===== src/rtl/inta_sequencer.sv =====
// inta_sequencer: CPU-side initiator of the 8259 interrupt-acknowledge protocol.
// Issues two INTA_n pulses, captures the vector on the data bus during the second
// pulse and hands it to the core with a valid/ready handshake.
//
// state | meaning
// IDLE  | waiting for synchronized intr with int_en high
// P1    | first INTA_n low pulse (PULSE_LEN clocks)
// GAP   | INTA_n high between pulses (GAP_LEN clocks)
// P2    | second INTA_n low pulse; vector sampled on its final edge
// HOLD  | vector presented, waiting for vec_ready
// RECOV | INTA_n high recovery after the handshake (GAP_LEN clocks)
module inta_sequencer #(
   parameter int PULSE_LEN = 4,
   parameter int GAP_LEN   = 2
) (
   input  logic       clk,
   input  logic       rst_n,
   input  logic       intr,
   input  logic       int_en,
   input  logic [7:0] data_in,
   output logic       inta_n,
   output logic       vec_valid,
   output logic [7:0] vec_out,
   input  logic       vec_ready,
   output logic       busy
);

   localparam int MAXLEN = (PULSE_LEN > GAP_LEN) ? PULSE_LEN : GAP_LEN;
   localparam int CW     = $clog2(MAXLEN) + 1;
   localparam logic [CW-1:0] PULSE_M1 = CW'(PULSE_LEN - 1);
   localparam logic [CW-1:0] GAP_M1   = CW'(GAP_LEN - 1);

   typedef enum logic [2:0] {
      IDLE  = 3'd0,
      P1    = 3'd1,
      GAP   = 3'd2,
      P2    = 3'd3,
      HOLD  = 3'd4,
      RECOV = 3'd5
   } state_t;

   state_t          state, state_nx;
   logic [CW-1:0]   cnt, cnt_nx;
   logic            capture;
   logic            intr_s1, intr_s;

   // two-flop synchronizer for the asynchronous PIC INT line
   always_ff @(posedge clk or negedge rst_n) begin
      if (!rst_n) begin
         intr_s1 <= 1'b0;
         intr_s  <= 1'b0;
      end else begin
         intr_s1 <= intr;
         intr_s  <= intr_s1;
      end
   end

   // next-state and shared down-counter decode
   always_comb begin
      state_nx = state;
      cnt_nx   = cnt;
      capture  = 1'b0;
      case (state)
         IDLE: begin
            if (intr_s && int_en) begin
               state_nx = P1;
               cnt_nx   = PULSE_M1;
            end
         end
         P1: begin
            if (cnt == '0) begin
               state_nx = GAP;
               cnt_nx   = GAP_M1;
            end else begin
               cnt_nx = cnt - CW'(1);
            end
         end
         GAP: begin
            if (cnt == '0) begin
               state_nx = P2;
               cnt_nx   = PULSE_M1;
            end else begin
               cnt_nx = cnt - CW'(1);
            end
         end
         P2: begin
            if (cnt == '0) begin
               state_nx = HOLD;
               capture  = 1'b1;
            end else begin
               cnt_nx = cnt - CW'(1);
            end
         end
         HOLD: begin
            if (vec_ready) begin
               state_nx = RECOV;
               cnt_nx   = GAP_M1;
            end
         end
         RECOV: begin
            if (cnt == '0) begin
               state_nx = IDLE;
            end else begin
               cnt_nx = cnt - CW'(1);
            end
         end
         default: begin
            state_nx = IDLE;
            cnt_nx   = '0;
         end
      endcase
   end

   // state register with outputs registered from the next state so they never glitch
   always_ff @(posedge clk or negedge rst_n) begin
      if (!rst_n) begin
         state     <= IDLE;
         cnt       <= '0;
         inta_n    <= 1'b1;
         vec_valid <= 1'b0;
         busy      <= 1'b0;
      end else begin
         state     <= state_nx;
         cnt       <= cnt_nx;
         inta_n    <= !((state_nx == P1) || (state_nx == P2));
         vec_valid <= (state_nx == HOLD);
         busy      <= (state_nx != IDLE);
      end
   end

   // vector capture on the edge that ends the last clock of the second pulse
   always_ff @(posedge clk or negedge rst_n) begin
      if (!rst_n) begin
         vec_out <= 8'h00;
      end else if (capture) begin
         vec_out <= data_in;
      end
   end

endmodule

===== config.mk =====
export PLATFORM = sky130hd
export DESIGN_NAME = inta_sequencer
export DESIGN_NICKNAME = d
export VERILOG_FILES = /design/src/rtl/inta_sequencer.sv
export SDC_FILE = /design/constraint.sdc
export NUM_CORES = 1
export LEC_CHECK = 0
export BUFFER_PORTS_ARGS = -buffer_cell sky130_fd_sc_hd__buf_2
export CELL_PAD_IN_SITES_DETAIL_PLACEMENT = 1
export CELL_PAD_IN_SITES_GLOBAL_PLACEMENT = 2
export CORE_MARGIN = 2
export CORE_UTILIZATION = 34
export DETAILED_ROUTE_END_ITERATION = 10
export PLACE_DENSITY = 0.77
export RECOVER_POWER = 100
export SLEW_MARGIN = 20
export SYNTH_ARGS = -nofsm -noshare
export SYNTH_HDL_FRONTEND = slang
export SYNTH_SLANG_ARGS = --single-unit

===== constraint.sdc =====
create_clock -name clk -period 2.7 [get_ports clk]
set_input_delay 0.405 -clock clk [delete_from_list [all_inputs] [get_ports clk]]
set_output_delay 0.405 -clock clk [all_outputs]
set_load 0.02 [all_outputs]

# --- After elaboration in Yosys (flattened, before gate mapping) ---
# Cells that the tools add are included.
word_totals:
  mem_bits_ro: 0
  memories: 0
  ff_bits: 19
  out_inout_bits: 11
  latchBits: 0
  ramBits: 0
classes:
  reduce_logical: 8
  n_bitwise: 0
  order_cmp: 0
  eq_ne: 11
  mux: 15
  shift: 0
  n_mul: 0
  addsub: 1
  div_mod_pow: 0
ops:
  columns: ["op", "n"]
  rows:
  - ["$mux 3", 11]
  - ["$pmux 3 s6", 1]
  - ["$pmux 3 s5", 1]
  - ["$eq 3x2->1 const B", 3]
  - ["$eq 3x3->1 const B", 3]
  - ["$eq 3x1->1 const B", 2]
  - ["$logic_not 3->1", 2]
  - ["$ne 2x2->1 const B", 3]
  - ["$reduce_and 3->1", 1]
  - ["$reduce_bool 3->1", 1]
  - ["$sub 3x1->3 const B", 1]
  - ["$mux 1", 2]
  - ["$reduce_or 2->1", 1]
  - ["$logic_and 1x1->1", 1]
  - ["$logic_not 1->1", 1]
  - ["$logic_or 1x1->1", 1]

# --- Depth between registers and ports, before layout ---
# Gate-level depths: netlist of run 1.
depth:
  word_depth: 6
  depth_mapped: 7
  mapped_depth_nobuf: 6

# --- Worst setup path before layout of run 1 ---
# Ideal clock, no wire load.
synth_timing:
  path_kind: "register to register"
  start: "reg cnt[0]"
  end: "reg cnt[2]"
  t_required_ps: 2580
  arrival_time_ps: 1414
  setup_time_ps: 120
  path_stages_with_launch: 8
  slack_ps: 1165
  path_cell_list: "dfrtp_1 -> inv_1 -> ha_1 -> and3b_1 -> buf_6 -> a21o_1 -> and3_4 -> o211a_1"
synth_between:
  elab_chain_cells: 3
  elab_cells_between_ends: 8
  cone_classes: "1 x add/sub; 1 x eq/ne; 4 x mux; 2 x reduce/logical"
synth_rtl:
  columns: ["item", "line_no", "text"]
  rows:
  - ["start: declaration", "43", "logic [CW-1:0] cnt, cnt_nx;"]
  - ["start signal: assignment", "124", "cnt <= cnt_nx;"]
  - ["$sub 3x1->3 / $logic_not 3->1 (equally long branches)", null, null]
  - ["$mux 3 (tied with other cells)", "87, 101", null]
  - ["$pmux 3 s5 / $reduce_and 3->1 (equally long branches)", null, null]
# Several ways; a longest one is shown, not always the timed one. The select of a mux whose other input is x is not followed.
# A chain may end at the register's enable or synchronous reset.

# --- Worst setup path after layout of run 1 ---
layout_timing:
  start: "reg cnt[0]"
  end: "reg vec_out[1]"
layout_between:
  elab_chain_cells: 3
layout_rtl:
  columns: ["item", "line_no", "text"]
  rows:
  - ["$logic_not 3->1", "87", "if (cnt == '0) begin"]
  - ["$mux 1", "87", null]
  - ["$mux 1", "63", "case (state)"]
  - ["end signal: assignment", "136", "vec_out <= data_in;"]
  - ["end: declaration", "23", "output logic [7:0] vec_out,"]
# No other way between the ends.

==> qor.txt, run 1 <==
All-Layer GR Usage -> 14.1%
DR WL/cell -> 14.6 um
WL final -> 1950 um
Vias per std cell -> 5.23
Share of the synthesized area in the top cell type -> 49.5%
Max Cap Viol -> 0
Total Nets Final -> 119
Core ar. -> 2500 um2
Area grow syn2layout -> 13.3%
Post-Syn Area -> 910 um2
Slowest-stage cell, CP -> mux2_2
Io pins -> 24
ANT nets after route -> 0
Cells after synthesis -> 80
Fin Hold WS -> 0.213 ns
Synth Area per Inst -> 11.4 um2
Root buf cell -> clkbuf_4
Final hold violation count -> 0
First-pass GRT wire length -> 3390 um
Vias post-DR -> 695
CP startpoint kind -> flop
Post-synthesis register bit count -> 19
IO Port Bufs -> 23
HPWL after detailed placement -> 1540 um
Ant. Diodes -> 0
Critical path arrival -> 2.08 ns
Leak -> 0.482 nW
Clock transition at path regs -> 0.11 ns
CP max stage delay -> 0.40 ns
Status -> complete, no violations
Count of cell types in the netlist -> 29
Headroom to the max-slew limit -> 32.8%
Crit share post-route -> 70.3%
Hold crit path type -> input pin to flop
First DRT Iteration DRCs -> 6
Starting Density -> 36.4%
Antenna violations before repair -> 0
Synth area leaders -> dfrtp_1, mux2_2, o21ai_0
Die H -> 55.7 um
Proportion of layout cells with a drive suffix above 1 -> 23.3%
Post-synthesis net count -> 95
DR DRC count -> 0
Setup_tns -> 0 ns
Chip width -> 55.7 um
Total Power -> 1.34 mW
Asr flop ratio synth -> 100%
EDFF count, synth -> 0
Sequential area share after synthesis -> 52.4%
VDD IR max -> 0.510 mV
CTS tree -> built
YS warnings -> 0
Final setup viols -> 0
CP endpoint kind -> flop
Fmax -> 527 MHz
Cell taking the most area after synthesis -> dfrtp_1
Fill count -> 297
Clock Latency Late Sink -> 0.29 ns
Clock Tree Buf Depth -> 2
CP required -> 2.88 ns
TritonCTS buffer count -> 3
Die ar. -> 3110 um2
Pin count of the biggest net entering global routing -> 20
GPL Wtd Cong -> 0.776
P per Cell Area -> 1300 nW/um2
Critical path peak fanout -> 9
Cell Chain, Critical Path -> inv_1 > ha_1 > and3b_1 > nand3_1 > mux2_2
Period minus WS final -> 1.90 ns
Initial DRT Pass Iterations -> 4
Max Slew Vio Count -> 0
Slew @ Worst Pin -> 1.01 ns
Overflow after GRT -> 0
H-tree levels -> 1
Post-CTS sizing -> 0
Setup bufs post-CTS -> 0
Number of global-route vias before repair -> 678
FP Rows -> 18
Setup Skew -> 0.00311 ns
CTS hold repair buffers -> 0
Synth Flop Type -> dfrtp_1
RSZ-0062 raised after global routing -> false
Critical path class -> flop to flop
CTS Sinks -> 19
==> Yosys cell counts, drive strengths merged, types with 2 or more instances <==
master	n
ha	2
o2bb2ai	2
buf	4
nand2b	2
o21ai	8
inv	6
mux2	8
a21oi	2
nand2	4
a221oi	3
nor2	5
a21o	2
dfrtp	18
==> logic make-up (layout without fill, tap and decap cells) <==
logic type | after synthesis | after routing | synth area share [%]
buf+inv | 10 | 33 | 5.36
xor+xnor | 1 | 1 | 0.963
simple gates | 18 | 18 | 11.4
mux | 8 | 8 | 9.90
fa+ha+maj | 2 | 2 | 2.75
flops | 19 | 19 | 52.4
compound gates | 22 | 22 | 17.2
==> stage by stage <==
| stage | setup WS, ns | instance area (um2) | std cells | utilization [%] |
|---|---|---|---|---|
| floorplan | 1.17 | 910 | 80 | - |
| detailed placement | 0.916 | 1040 | 129 | 41.4 |
| CTS | 0.909 | 1060 | 133 | 42.5 |
| global route | 0.634 | 1030 | 133 | 41.2 |
| global placement | 1.03 | 1040 | 129 | 41.4 |
| finish | 0.801 | 1030 | 133 | 41.2 |
==> flip-flops by register name, indices dropped and copies added, names as in the netlist <==
| name | cells |
|---|---|
| state | 3 |
| busy | 1 |
| intr_s1 | 1 |
| vec_valid | 1 |
| vec_out | 8 |
| cnt | 3 |
| intr_s | 1 |
| inta_n | 1 |
==> cell usage in the layout (no fill, tap or decap), types with 2 or more instances in the layout <==
| cell | count |
|---|---|
| clkbuf_1 | 13 |
| a21oi_1 | 2 |
| inv_1 | 6 |
| a221oi_1 | 3 |
| clkbuf_4 | 3 |
| buf_2 | 11 |
| o21ai_0 | 8 |
| dfrtp_1 | 18 |
| nand2b_1 | 2 |
| o2bb2ai_1 | 2 |
| nor2_1 | 5 |
| mux2_2 | 8 |
| nand2_1 | 4 |
| a21o_1 | 2 |
| ha_1 | 2 |
==> layout make-up <==
cell class / instances / area [um2] / area share, %
clock buffers: 4 / 26.3 / 2.55
inverters: 6 / 22.5 / 2.18
multi-input cells: 51 / 368 / 35.7
flip-flops and latches: 19 / 477 / 46.2
well taps: 30 / 37.5 / 3.64
repair buffers: 23 / 100 / 9.71
==> layer usage <==
metal	up-vias	GRT usage [%]	routed length, um
li1	330	-	-
met1	349	18.3	873
met2	14	23.1	1000
met3	2	2.79	59
met4	0	5.23	10
met5	-	0	0
==> final timing paths <==
check / slack, ns / end / startpoint / cells after the start
max: 0.80 / vec_out[1] / cnt[0] / 5
min: 0.21 / intr_s1 / intr / 1
max reg2reg: 0.80 / vec_out[1] / cnt[0] / 5
min reg2reg: 0.37 / intr_s / intr_s1 / 0
max in group asynchronous: 1.84 / vec_out[2] / rst_n / 1
min in group asynchronous: 0.25 / state[0] / rst_n / 1
==> where the power goes <==
part,switching [mW],internal [mW]
clock network,0.0844,0.0574
registers,0.114,0.416
logic,0.385,0.280
==> worst max-delay path: cells and delay by family (launching register included) <==
kind	cells	cell delay [ns]
and+or+nand+nor	2	0.71
muxes	1	0.40
DFF	1	0.39
adders and majority gates	1	0.19
buffers and inverters	1	0.11
Note: power is estimated with default switching activity, not from simulation.
==> run 2, diff against run 1 <==
Settings changed: CORE_UTILIZATION 34 to 32, PLACE_DENSITY 0.77 to 0.73.
Clock period 2.7 ns to 1.75 ns, I/O delays scaled along.
==> qor.txt, run 2 (synthesis gave the netlist of run 1 again) <==
Status -> complete, no violations
Hold EP -> intr_s1
Area of the multi-input gates -> 388 um2
Clock transition at path regs -> 0.11 ns
H-tree levels -> 1
Clock Latency Late Sink -> 0.29 ns
CP startpoint kind -> flop
Most used routing layer -> met2
Clock Tree Buf Depth -> 2
VDD IR max -> 0.963 mV
Die ar. -> 3290 um2
Vias per std cell -> 5.06
Final hold violation count -> 0
RR Endpoint -> cnt[2]
Total Nets Final -> 124
Chip width -> 57.3 um
GPL Wtd Cong -> 0.700
Setup Skew -> 0.00375 ns
CTS tree -> built
Cell Chain, Critical Path -> inv_1 > ha_1 > and3b_2 > a21o_1 > and3_1 > o211a_1
Register area -> 477 um2
First DRT Iteration DRCs -> 11
P per Cell Area -> 1980 nW/um2
Final setup viols -> 0
Headroom to the max-slew limit -> 32.2%
First-pass GRT wire length -> 3340 um
Placed Cells -> 131
Slew @ Worst Pin -> 1.02 ns
Total Power -> 2.17 mW
Slowest-stage cell, CP -> dfrtp_1
Max Slew Vio Count -> 0
Hold path start -> intr
M2 GR Usage -> 21.5%
IO Port Bufs -> 23
Vias post-DR -> 704
Ant. Diodes -> 0
Number of global-route vias before repair -> 752
Antenna violations before repair -> 0
Fill count -> 304
Critical path arrival -> 1.83 ns
Max reg flops -> 8
Hold crit path type -> input pin to flop
DR DRC count -> 0
WL final -> 1940 um
Most common cell after layout, fill and taps aside -> dfrtp_1
Overflow after GRT -> 0
FP Rows -> 19
Reg2Reg Launch Point -> cnt[0]
Critical path class -> flop to flop
CP required -> 1.94 ns
Largest Register -> vec_out
CP endpoint kind -> flop
HPWL after detailed placement -> 1520 um
TritonCTS buffer count -> 3
Period minus WS final -> 1.65 ns
CP max stage delay -> 0.37 ns
Flop-to-flop setup slack -> 0.10 ns
Non-filler instance count after layout -> 139
All-Layer GR Usage -> 13.4%
CTS Sinks -> 19
Critical path peak fanout -> 6
Initial DRT Pass Iterations -> 4
Fmax -> 607 MHz
M1 GR Usage -> 16.6%
Root buf cell -> clkbuf_4
Core ar. -> 2730 um2
Starting Density -> 33.3%
Worst r2r path cells -> 6
Io pins -> 24
Crit share post-route -> 94.1%
Met3 Usage GRT -> 3.40%
Max Cap Viol -> 0
Leak -> 0.511 nW
Top flop regs -> vec_out (8), cnt (3), state (3)
Die H -> 57.3 um
Pin count of the biggest net entering global routing -> 20
DR WL/cell -> 14.0 um
Proportion of layout cells with a drive suffix above 1 -> 29.6%
ANT nets after route -> 0
Area grow syn2layout -> 20.2%
Commonest cells after routing, fill and taps aside -> dfrtp_1, clkbuf_1, buf_2, mux2_2, o21ai_0
Hold Path Depth -> 1
==> run 2: cell count changes in the layout (fill, tap and decap cells not counted), sizes merged <==
cell         previous run  this run
dlygate4sd3             0         1
buf                    11        15
clkinv                  0         1
clkbuf                 16        15
==> run 2: cell type report <==
cell class | count | share of cell area [%]
flip-flops and latches | 19 | 43.6
clock buffers | 3 | 2.06
well taps | 31 | 3.55
inverters | 6 | 2.06
multi-input cells | 51 | 35.5
repair buffers | 28 | 12.8
clock inverters | 1 | 0.458
==> run 2: worst max path at each step <==
stage | from | endpoint | slack (ns) | depth (start not counted)
6_report | cnt[0] | cnt[2] | 0.10 | 6
5_1_grt | cnt[0] | cnt[0] | -0.04 | 6
4_1_cts | cnt[0] | vec_out[1] | 0.05 | 5
3_5_place_dp | cnt[0] | vec_out[1] | -0.02 | 5
3_3_place_gp | cnt[0] | vec_out[1] | 0.08 | 5
2_1_floorplan | cnt[0] | cnt[2] | 0.22 | 7
==> run 2: metrics by stage <==
step	setup WS (ns)	hold WS, ns	area (um2)	utilization (%)	setup TNS, ns
global placement	0.0800	0.219	1040	38.2	0
finish	0.104	0.0716	1090	40.0	0
detailed placement	-0.0184	0.227	1040	38.2	-0.0950
floorplan	0.215	-0.0331	910	-	0
CTS	0.0509	0.0575	1080	39.6	0
global route	-0.0367	0.0415	1090	40.0	-0.0397
==> run 2: power breakdown <==
part	internal (mW)	leakage, nW	switching, mW	total, mW
Combinational	0.498	0.269	0.661	1.16
Sequential	0.642	0.224	0.150	0.792
Clock	0.0849	0.0177	0.130	0.215
==> run 2: metal layers <==
metal / vias up / routed length, um
met5: - / 0
met4: 0 / 19
met3: 2 / 77
met2: 19 / 945
met1: 343 / 898
li1: 340 / -
==> run 2: repair_timing <==
item,in CTS,in global routing
endpoints found under the hold margin,18,0
cloned,0,0
hold buffers,1,0
gates resized for setup,1,2
pin swaps,0,3
buffers inserted,0,3
setup endpoints to repair,8,11
==> run 2: worst max-delay path: cells and delay by family, from the launching register on <==
family                   cells  cell delay [ns]
adder cells (fa/ha/maj)      1             0.22
flip-flops                   1             0.37
AND/OR/NAND/NOR              2             0.46
buffers and inverters        1             0.08
AO/OA/AOI/OAI                2             0.42
